==> src/rtl/fetch_sequencer_pkg.sv <==
// Shared types and helpers for the MUSA instruction-fetch stage.
// Holds the sequencer state encoding, fetch constants and the PC legality check.
package musa_if_pkg;

    typedef enum logic [1:0] {
        ST_FILL  = 2'd0,
        ST_RUN   = 2'd1,
        ST_HOLD  = 2'd2,
        ST_FAULT = 2'd3
    } fetch_state_e;

    localparam logic [31:0] IF_NOP    = 32'h0000_0000;
    localparam logic [31:0] IF_PC_INC = 32'd4;

    // A PC is fetchable when it is word-aligned and its word index lies inside the memory.
    function automatic logic pc_in_range(input logic [31:0] pc, input int unsigned depth);
        return (pc[1:0] == 2'b00) && ((pc >> 2) < depth);
    endfunction

endpackage

==> src/rtl/fetch_sequencer_hold_buffer.sv <==
// One-entry instruction/PC holding register for the fetch stage.
// Captures the live memory word and its PC on load; sel picks held versus live values.
module fetch_hold_buffer
    import musa_if_pkg::*;
(
    input  logic        clock,
    input  logic        reset,
    input  logic        load_i,
    input  logic        sel_i,
    input  logic [31:0] live_instr_i,
    input  logic [31:0] live_pc_i,
    output logic [31:0] instr_o,
    output logic [31:0] pc_o
);

    logic [31:0] hold_instr_q, hold_instr_d;
    logic [31:0] hold_pc_q, hold_pc_d;

    always_comb begin
        hold_instr_d = hold_instr_q;
        hold_pc_d    = hold_pc_q;
        if (load_i) begin
            hold_instr_d = live_instr_i;
            hold_pc_d    = live_pc_i;
        end
    end

    always_ff @(posedge clock or posedge reset) begin
        if (reset) begin
            hold_instr_q <= IF_NOP;
            hold_pc_q    <= '0;
        end else begin
            hold_instr_q <= hold_instr_d;
            hold_pc_q    <= hold_pc_d;
        end
    end

    assign instr_o = sel_i ? hold_instr_q : live_instr_i;
    assign pc_o    = sel_i ? hold_pc_q    : live_pc_i;

endmodule

==> src/rtl/fetch_sequencer.sv <==
// IF-stage fetch controller: drives the registered instruction memory, pairs returned
// words with their PC, holds one instruction under stall, and applies redirects/faults.
module fetch_sequencer
    import musa_if_pkg::*;
#(
    parameter int unsigned MEM_DEPTH = 32,
    parameter logic [31:0] RESET_PC  = 32'h0000_0000
) (
    input  logic        clock,
    input  logic        reset,
    input  logic        stall_i,
    input  logic        redirect_valid_i,
    input  logic [31:0] redirect_pc_i,
    output logic [31:0] imem_addr_o,
    input  logic [31:0] imem_data_i,
    output logic        valid_o,
    output logic [31:0] instr_o,
    output logic [31:0] pc_o,
    output logic        fault_o,
    output logic [31:0] fault_pc_o
);

    fetch_state_e state_q, state_d;
    logic [31:0]  pc_q, pc_d;
    logic [31:0]  out_pc_q, out_pc_d;
    logic [31:0]  fault_pc_q, fault_pc_d;
    logic         hold_load;
    logic         hold_sel;
    logic         consume;
    logic         advance;
    logic [31:0]  buf_instr;
    logic [31:0]  buf_pc;

    assign valid_o  = (state_q == ST_RUN) || (state_q == ST_HOLD);
    assign hold_sel = (state_q == ST_HOLD);
    assign consume  = valid_o && !stall_i;
    // FILL always moves forward; the memory word for pc_q arrives on the next cycle.
    assign advance  = (state_q == ST_FILL) || consume;

    always_comb begin
        state_d    = state_q;
        pc_d       = pc_q;
        out_pc_d   = out_pc_q;
        fault_pc_d = fault_pc_q;
        hold_load  = 1'b0;
        if (redirect_valid_i) begin
            if (pc_in_range(redirect_pc_i, MEM_DEPTH)) begin
                pc_d    = redirect_pc_i;
                state_d = ST_FILL;
            end else begin
                fault_pc_d = redirect_pc_i;
                state_d    = ST_FAULT;
            end
        end else if ((state_q == ST_RUN) && stall_i) begin
            hold_load = 1'b1;
            state_d   = ST_HOLD;
        end else if (advance) begin
            if (pc_in_range(pc_q, MEM_DEPTH)) begin
                out_pc_d = pc_q;
                pc_d     = pc_q + IF_PC_INC;
                state_d  = ST_RUN;
            end else begin
                fault_pc_d = pc_q;
                state_d    = ST_FAULT;
            end
        end
    end

    always_ff @(posedge clock or posedge reset) begin
        if (reset) begin
            state_q    <= ST_FILL;
            pc_q       <= RESET_PC;
            out_pc_q   <= RESET_PC;
            fault_pc_q <= '0;
        end else begin
            state_q    <= state_d;
            pc_q       <= pc_d;
            out_pc_q   <= out_pc_d;
            fault_pc_q <= fault_pc_d;
        end
    end

    fetch_hold_buffer u_hold (
        .clock        (clock),
        .reset        (reset),
        .load_i       (hold_load),
        .sel_i        (hold_sel),
        .live_instr_i (imem_data_i),
        .live_pc_i    (out_pc_q),
        .instr_o      (buf_instr),
        .pc_o         (buf_pc)
    );

    assign instr_o     = valid_o ? buf_instr : IF_NOP;
    assign pc_o        = buf_pc;
    assign fault_o     = (state_q == ST_FAULT);
    assign fault_pc_o  = fault_pc_q;
    assign imem_addr_o = fault_o ? 32'h0 : {2'b00, pc_q[31:2]};

endmodule

==> config.mk <==
export PLATFORM = sky130hd
export DESIGN_NAME = fetch_sequencer
export DESIGN_NICKNAME = d
export VERILOG_FILES = /design/src/rtl/fetch_sequencer_pkg.sv /design/src/rtl/fetch_sequencer_hold_buffer.sv /design/src/rtl/fetch_sequencer.sv
export SDC_FILE = /design/constraint.sdc
export NUM_CORES = 1
export LEC_CHECK = 0
export ABC_AREA = 0
export CELL_PAD_IN_SITES_DETAIL_PLACEMENT = 0
export CELL_PAD_IN_SITES_GLOBAL_PLACEMENT = 1
export CORE_ASPECT_RATIO = 1.75
export CORE_MARGIN = 1
export CORE_UTILIZATION = 40
export CTS_CLUSTER_DIAMETER = 120
export CTS_CLUSTER_SIZE = 20
export DETAILED_ROUTE_END_ITERATION = 16
export MAX_ROUTING_LAYER = met4
export PLACE_DENSITY = 0.76
export SYNTH_ARGS = -nofsm -noshare
export SYNTH_HDL_FRONTEND = slang
export SYNTH_HIERARCHICAL = 1
export SYNTH_SLANG_ARGS = --single-unit
==> constraint.sdc <==
create_clock -name clock -period 4.1 [get_ports clock]
set_clock_uncertainty 0.1 [all_clocks]
set_input_delay 0.41 -clock clock [delete_from_list [all_inputs] [get_ports clock]]
set_output_delay 0.41 -clock clock [all_outputs]
set_load 0.05 [all_outputs]
After elaboration in Yosys (flattened, before gate mapping). Index checks and enable logic that the tools add are counted.

Add/subtract/negate cells: 1. $lt $le $gt $ge: 2. Equality and inequality tests: 7. Muxes and demuxes: 21. Bitwise gates (word level): 2. Reductions and logical operators: 16.

Operators by type and width (count): 2-to-1 mux 32 bit (13); less-than comparator 30 x 6 -> 1 bit (second input constant) (2); adder 32 x 3 -> 32 bit (second input constant) (1); 2-to-1 mux 30 bit (1); AND reduction 4 bit (3); 2-to-1 mux 2 bit (5); logical NOT 2 bit (3); inequality test 2 bit (second input constant) (3); equality test 2 bit (second input constant) (2); logical AND 1 bit (4); nonzero test 2 bit (2); nonzero test 3 bit (1); equality test 2 x 1 -> 1 bit (second input constant) (1); logical OR 1 bit (2); 2-to-1 mux 1 bit (2); inequality test 2 x 1 -> 1 bit (second input constant) (1); inverter 1 bit (2); logical NOT 1 bit (1).

Bits in registers: 162. Bits of input ports: 68. Logic and storage cells: 55.

Depth between registers and ports, before layout.
Depth after elaboration: 7. Gate-level depth with buffers: 7.

By module. The synthesis kept the hierarchy.

Modules (own cells, without submodules): fetch_sequencer (times used 1, cells each 381, area each 4530.6 µm², seq. area each 2452.4 µm²); fetch_hold_buffer (times used 1, cells each 207, area each 3759.9 µm², seq. area each 1601.5 µm²).

Least setup slack after synthesis. Ideal clock, no wire load.

Path type: flip-flop to flip-flop. Start: register state_q[0]. End: register fault_pc_q[20], in the netlist fault_pc_o[20]. Library setup time: 125 ps. Arrival: 2334 ps. Path slack: 1541 ps. Cell stages (with the launch flop): 8. Path buffers: 1. Clock period less this slack: 2559 ps. Cells stage by stage: dfrtp_1 -> inv_1 -> ha_1 -> a21o_1 -> a21o_1 -> nor3b_2 -> buf_6 -> mux2_2.

Longest elaborated chain between the ends: 6.

Ends and longest elaborated chain: start: declaration (line fetch_sequencer.sv:23) `fetch_state_e state_q, state_d;`; start signal: assignment (line fetch_sequencer.sv:76) `state_q <= state_d;`; equality test 2 x 1 -> 1 bit / equality test 2 bit (equally long branches) (line fetch_sequencer.sv:34) `assign valid_o = (state_q == ST_RUN) || (state_q == ST_HOLD);`; logical OR 1 bit (*) (line fetch_sequencer.sv:34); net valid_o (line fetch_sequencer.sv:16) `output logic valid_o,`; logical AND 1 bit (*) (line fetch_sequencer.sv:36) `assign consume = valid_o && !stall_i;`; logical OR 1 bit (*) (line fetch_sequencer.sv:38) `assign advance = (state_q == ST_FILL) || consume;`; nonzero test 2 bit (no line) (*); AND reduction 4 bit (no line) (*); end signal: assignment (line fetch_sequencer.sv:79) `fault_pc_q <= fault_pc_d;`; end: declaration (line fetch_sequencer.sv:26) `logic [31:0] fault_pc_q, fault_pc_d;`.

Mark *: on every way through the listed nets, which the timed path passes. The rest lies on a longest branch. A chain may end at the register's enable or synchronous reset.

Final worst setup path.
Start: register state_q[0]. End: output instr_o[0].

Longest elaborated chain between the ends: 3.

Ends and longest elaborated chain: equality test 2 bit (line fetch_sequencer.sv:35) `assign hold_sel = (state_q == ST_HOLD);`; net hold_sel (line fetch_sequencer.sv:28) `logic hold_sel;`; 2-to-1 mux 32 bit (line fetch_sequencer_hold_buffer.sv:38) `assign instr_o = sel_i ? hold_instr_q : live_instr_i;`; net buf_instr[0] (line fetch_sequencer.sv:31) `logic [31:0] buf_instr;`; 2-to-1 mux 32 bit (line fetch_sequencer.sv:94) `assign instr_o = valid_o ? buf_instr : IF_NOP;`; end: declaration (line fetch_sequencer.sv:17) `output logic [31:0] instr_o,`.

The timed path passes the listed nets, and every way through them passes these cells.

==> summary.md <==
| Metric | Value |
|---|---|
| Outcome | `finished, final reports clean` |
| Antenna Cells | `0` |
| Worst Hold Class | `flop to flop` |
| Placed Cells | `1005` |
| Initial Util | `40.9%` |
| VDD IR max | `447 uV` |
| Top FF cell, synth | `dfrtp_1` |
| Post-layout util | `53.5%` |
| Crit Path Max Fanout | `27` |
| FF-to-FF setup slack | `1.24 ns` |
| Global-route wire length before repair | `30.3 mm` |
| Die height | `192 um` |
| Fmax | `286 MHz` |
| Tot GR Track Use | `18.7%` |
| Nets | `849` |
| Post-CTS Resized | `0` |
| Ys Warns | `6` |
| Final hold violations | `0` |
| Commonest non-fill, non-tap cell in the layout | `clkdlybuf4s50_1` |
| Drt wl/cell | `18.0 um` |
| Vias | `5209` |
| Ports | `198` |
| CTS clock-pin slew for the worst setup and hold paths | `0.06 ns` |
| Drt first pass iters | `4` |
| Final Max Tran Viols | `0` |
| Mapped cell area | `8290 um2` |
| Die area | `21300 um2` |
| Post-synthesis sequential area ratio | `48.9%` |
| Layout area overhead | `30.8%` |
| # DRC | `0` |
| Commonest cells after routing, fill and taps aside | `194 x clkdlybuf4s50_1, 162 x dfrtp_1, 120 x mux2_4` |
| Final antenna-violating net count | `0` |
| Hold buffers post-CTS | `0` |
| Core area | `20300 um2` |
| Clock Sinks | `162` |
| Rel. slew slack | `27.4%` |
| Req. time, crit path | `3.59 ns` |
| Num CTS Buffers | `17` |
| Period Utilization, post-route | `85.2%` |
| Worst-skew pair later-pin latency | `0.43 ns` |
| Netlist cell types | `34` |
| Worst hold slack | `0.405 ns` |
| CTS tree | `built` |
| Cells after synthesis | `588` |
| Row count | `69` |
| Non-filler cells, final | `1037` |
| Startpoint types | `flop` |
| Register bit total from synthesis | `162` |
| Final setup viols | `0` |
| Total gr overflow | `0` |
| CTS Buffer Depth | `2` |
| Port bufs | `195` |
| Hpwl dp | `13.2 mm` |
| Power Density | `617 nW/um2` |
| Syn_area_per_cell | `14.1 um2` |
| Tightest Pin Transition | `1.09 ns` |
| Crit path DAT | `2.98 ns` |
| Vias in the first global route | `5711` |
| Total power | `6.69 mW` |
| Largest net degree at the start of global routing | `76` |
| RePlAce Congestion | `0.726` |
| Share of flip-flops with an asynchronous set or reset | `100%` |
| DR iter-0 viols | `133` |
| Die width | `111 um` |
| Crit. End Element | `primary output` |
| Antenna violations before repair | `0` |
| Crit Path Category | `flop to primary output` |
| Setup Fix Bufs, Post-CTS | `0` |
| Leakage | `4.89 nW` |
| Unrepaired setup endpoints after global routing | `no` |
| Via-to-Cell Ratio | `5.02` |
| Post-synth EDFFs | `0` |
| Final Critical Period | `3.49 ns` |
| CTS Root Cell | `clkbuf_16` |
| # Max-Cap Violations | `0` |
| Share of cells above drive strength 1 | `30.3%` |
| Setup TNS | `0 ns` |
| H-tree depth | `4` |
| Total wire length | `18.7 mm` |
worst max-delay path, cell delays in order (launching register included):
cell and delay [ns]:
dfrtp_1 0.41, inv_1 0.13, ha_4 0.50, buf_12 0.29
mux2_2 0.36, and2_1 0.15, clkdlybuf4s50_1 0.69
final cells by class:
cell class / count / area [um2]
Timing Repair Buffer: 205 / 2050
Multi-Input combinational cell: 377 / 3820
Inverter: 13 / 51.3
Fill cell: 1750 / 9440
Tap cell: 248 / 310
Sequential cell: 162 / 4050
Clock buffer: 21 / 460
Clock inverter: 11 / 104
power breakdown:
| part | total [mW] | switching [mW] | internal, mW |
|---|---|---|---|
| sequential | 2.18 | 0.221 | 1.96 |
| clock | 1.51 | 0.642 | 0.871 |
| combinational | 3.00 | 1.75 | 1.25 |
flip-flops by register name (all words and copies together), names as in the netlist:
signal,flops
fault_pc_o,32
u_hold/hold_pc_q,32
state_q,2
out_pc_q,32
pc_q,32
u_hold/hold_instr_q,32
worst paths after layout:
path,start,endpoint,cells past startpoint
max,state_q[0],instr_o[0],6
min,fault_pc_o[16],fault_pc_o[16],1
max reg2reg,state_q[1],fault_pc_o[12],8
min reg2reg,fault_pc_o[16],fault_pc_o[16],1
max in group asynchronous,reset,pc_q[10],3
min in group asynchronous,reset,u_hold/hold_pc_q[30],2
Yosys cell counts, types with 5 or more instances:
cell type	instances	share of area (%)
o21ai_0	8	0.48
nor2_1	10	0.45
and2_1	55	4.2
mux2_4	120	22
nand2_1	8	0.36
clkbuf_1	11	0.50
nor2b_1	54	4.1
nor4_1	13	0.98
buf_6	6	0.81
buf_2	5	0.30
buf_12	12	2.9
inv_1	13	0.59
mux2_2	69	9.4
ha_1	5	0.75
dfrtp_1	162	49
routing by layer:
layer,share of wire (%),vias to the layer above,routed length (um),track usage [%]
li1,-,2398,-,-
met2,53,175,9870,32.9
met3,5.7,20,1070,5.31
met4,2.0,0,365,7.23
met1,40,2616,7410,19.8
met5,0,-,0,-
metrics by stage:
stage	setup slack, ns	instance area (um2)
detailed placement	1.03	10300
floorplan	1.03	8290
global placement	1.06	10300
global route	0.473	10800
finish	0.607	10800
CTS	0.558	10800
logic make-up (layout without fill, tap and decap cells):
logic type                 Yosys count  in the layout  synth area share, %
AOI/OAI and AO/OA                   22             22                 1.80
adders and majority gates            5              5                0.755
buffers and inverters               50            250                 5.37
DFF                                162            162                 48.9
muxes                              195            195                 31.9
other                                1              2               0.0452
and+or+nand+nor                    153            153                 11.2
Note: power is estimated with default switching activity, not from simulation.
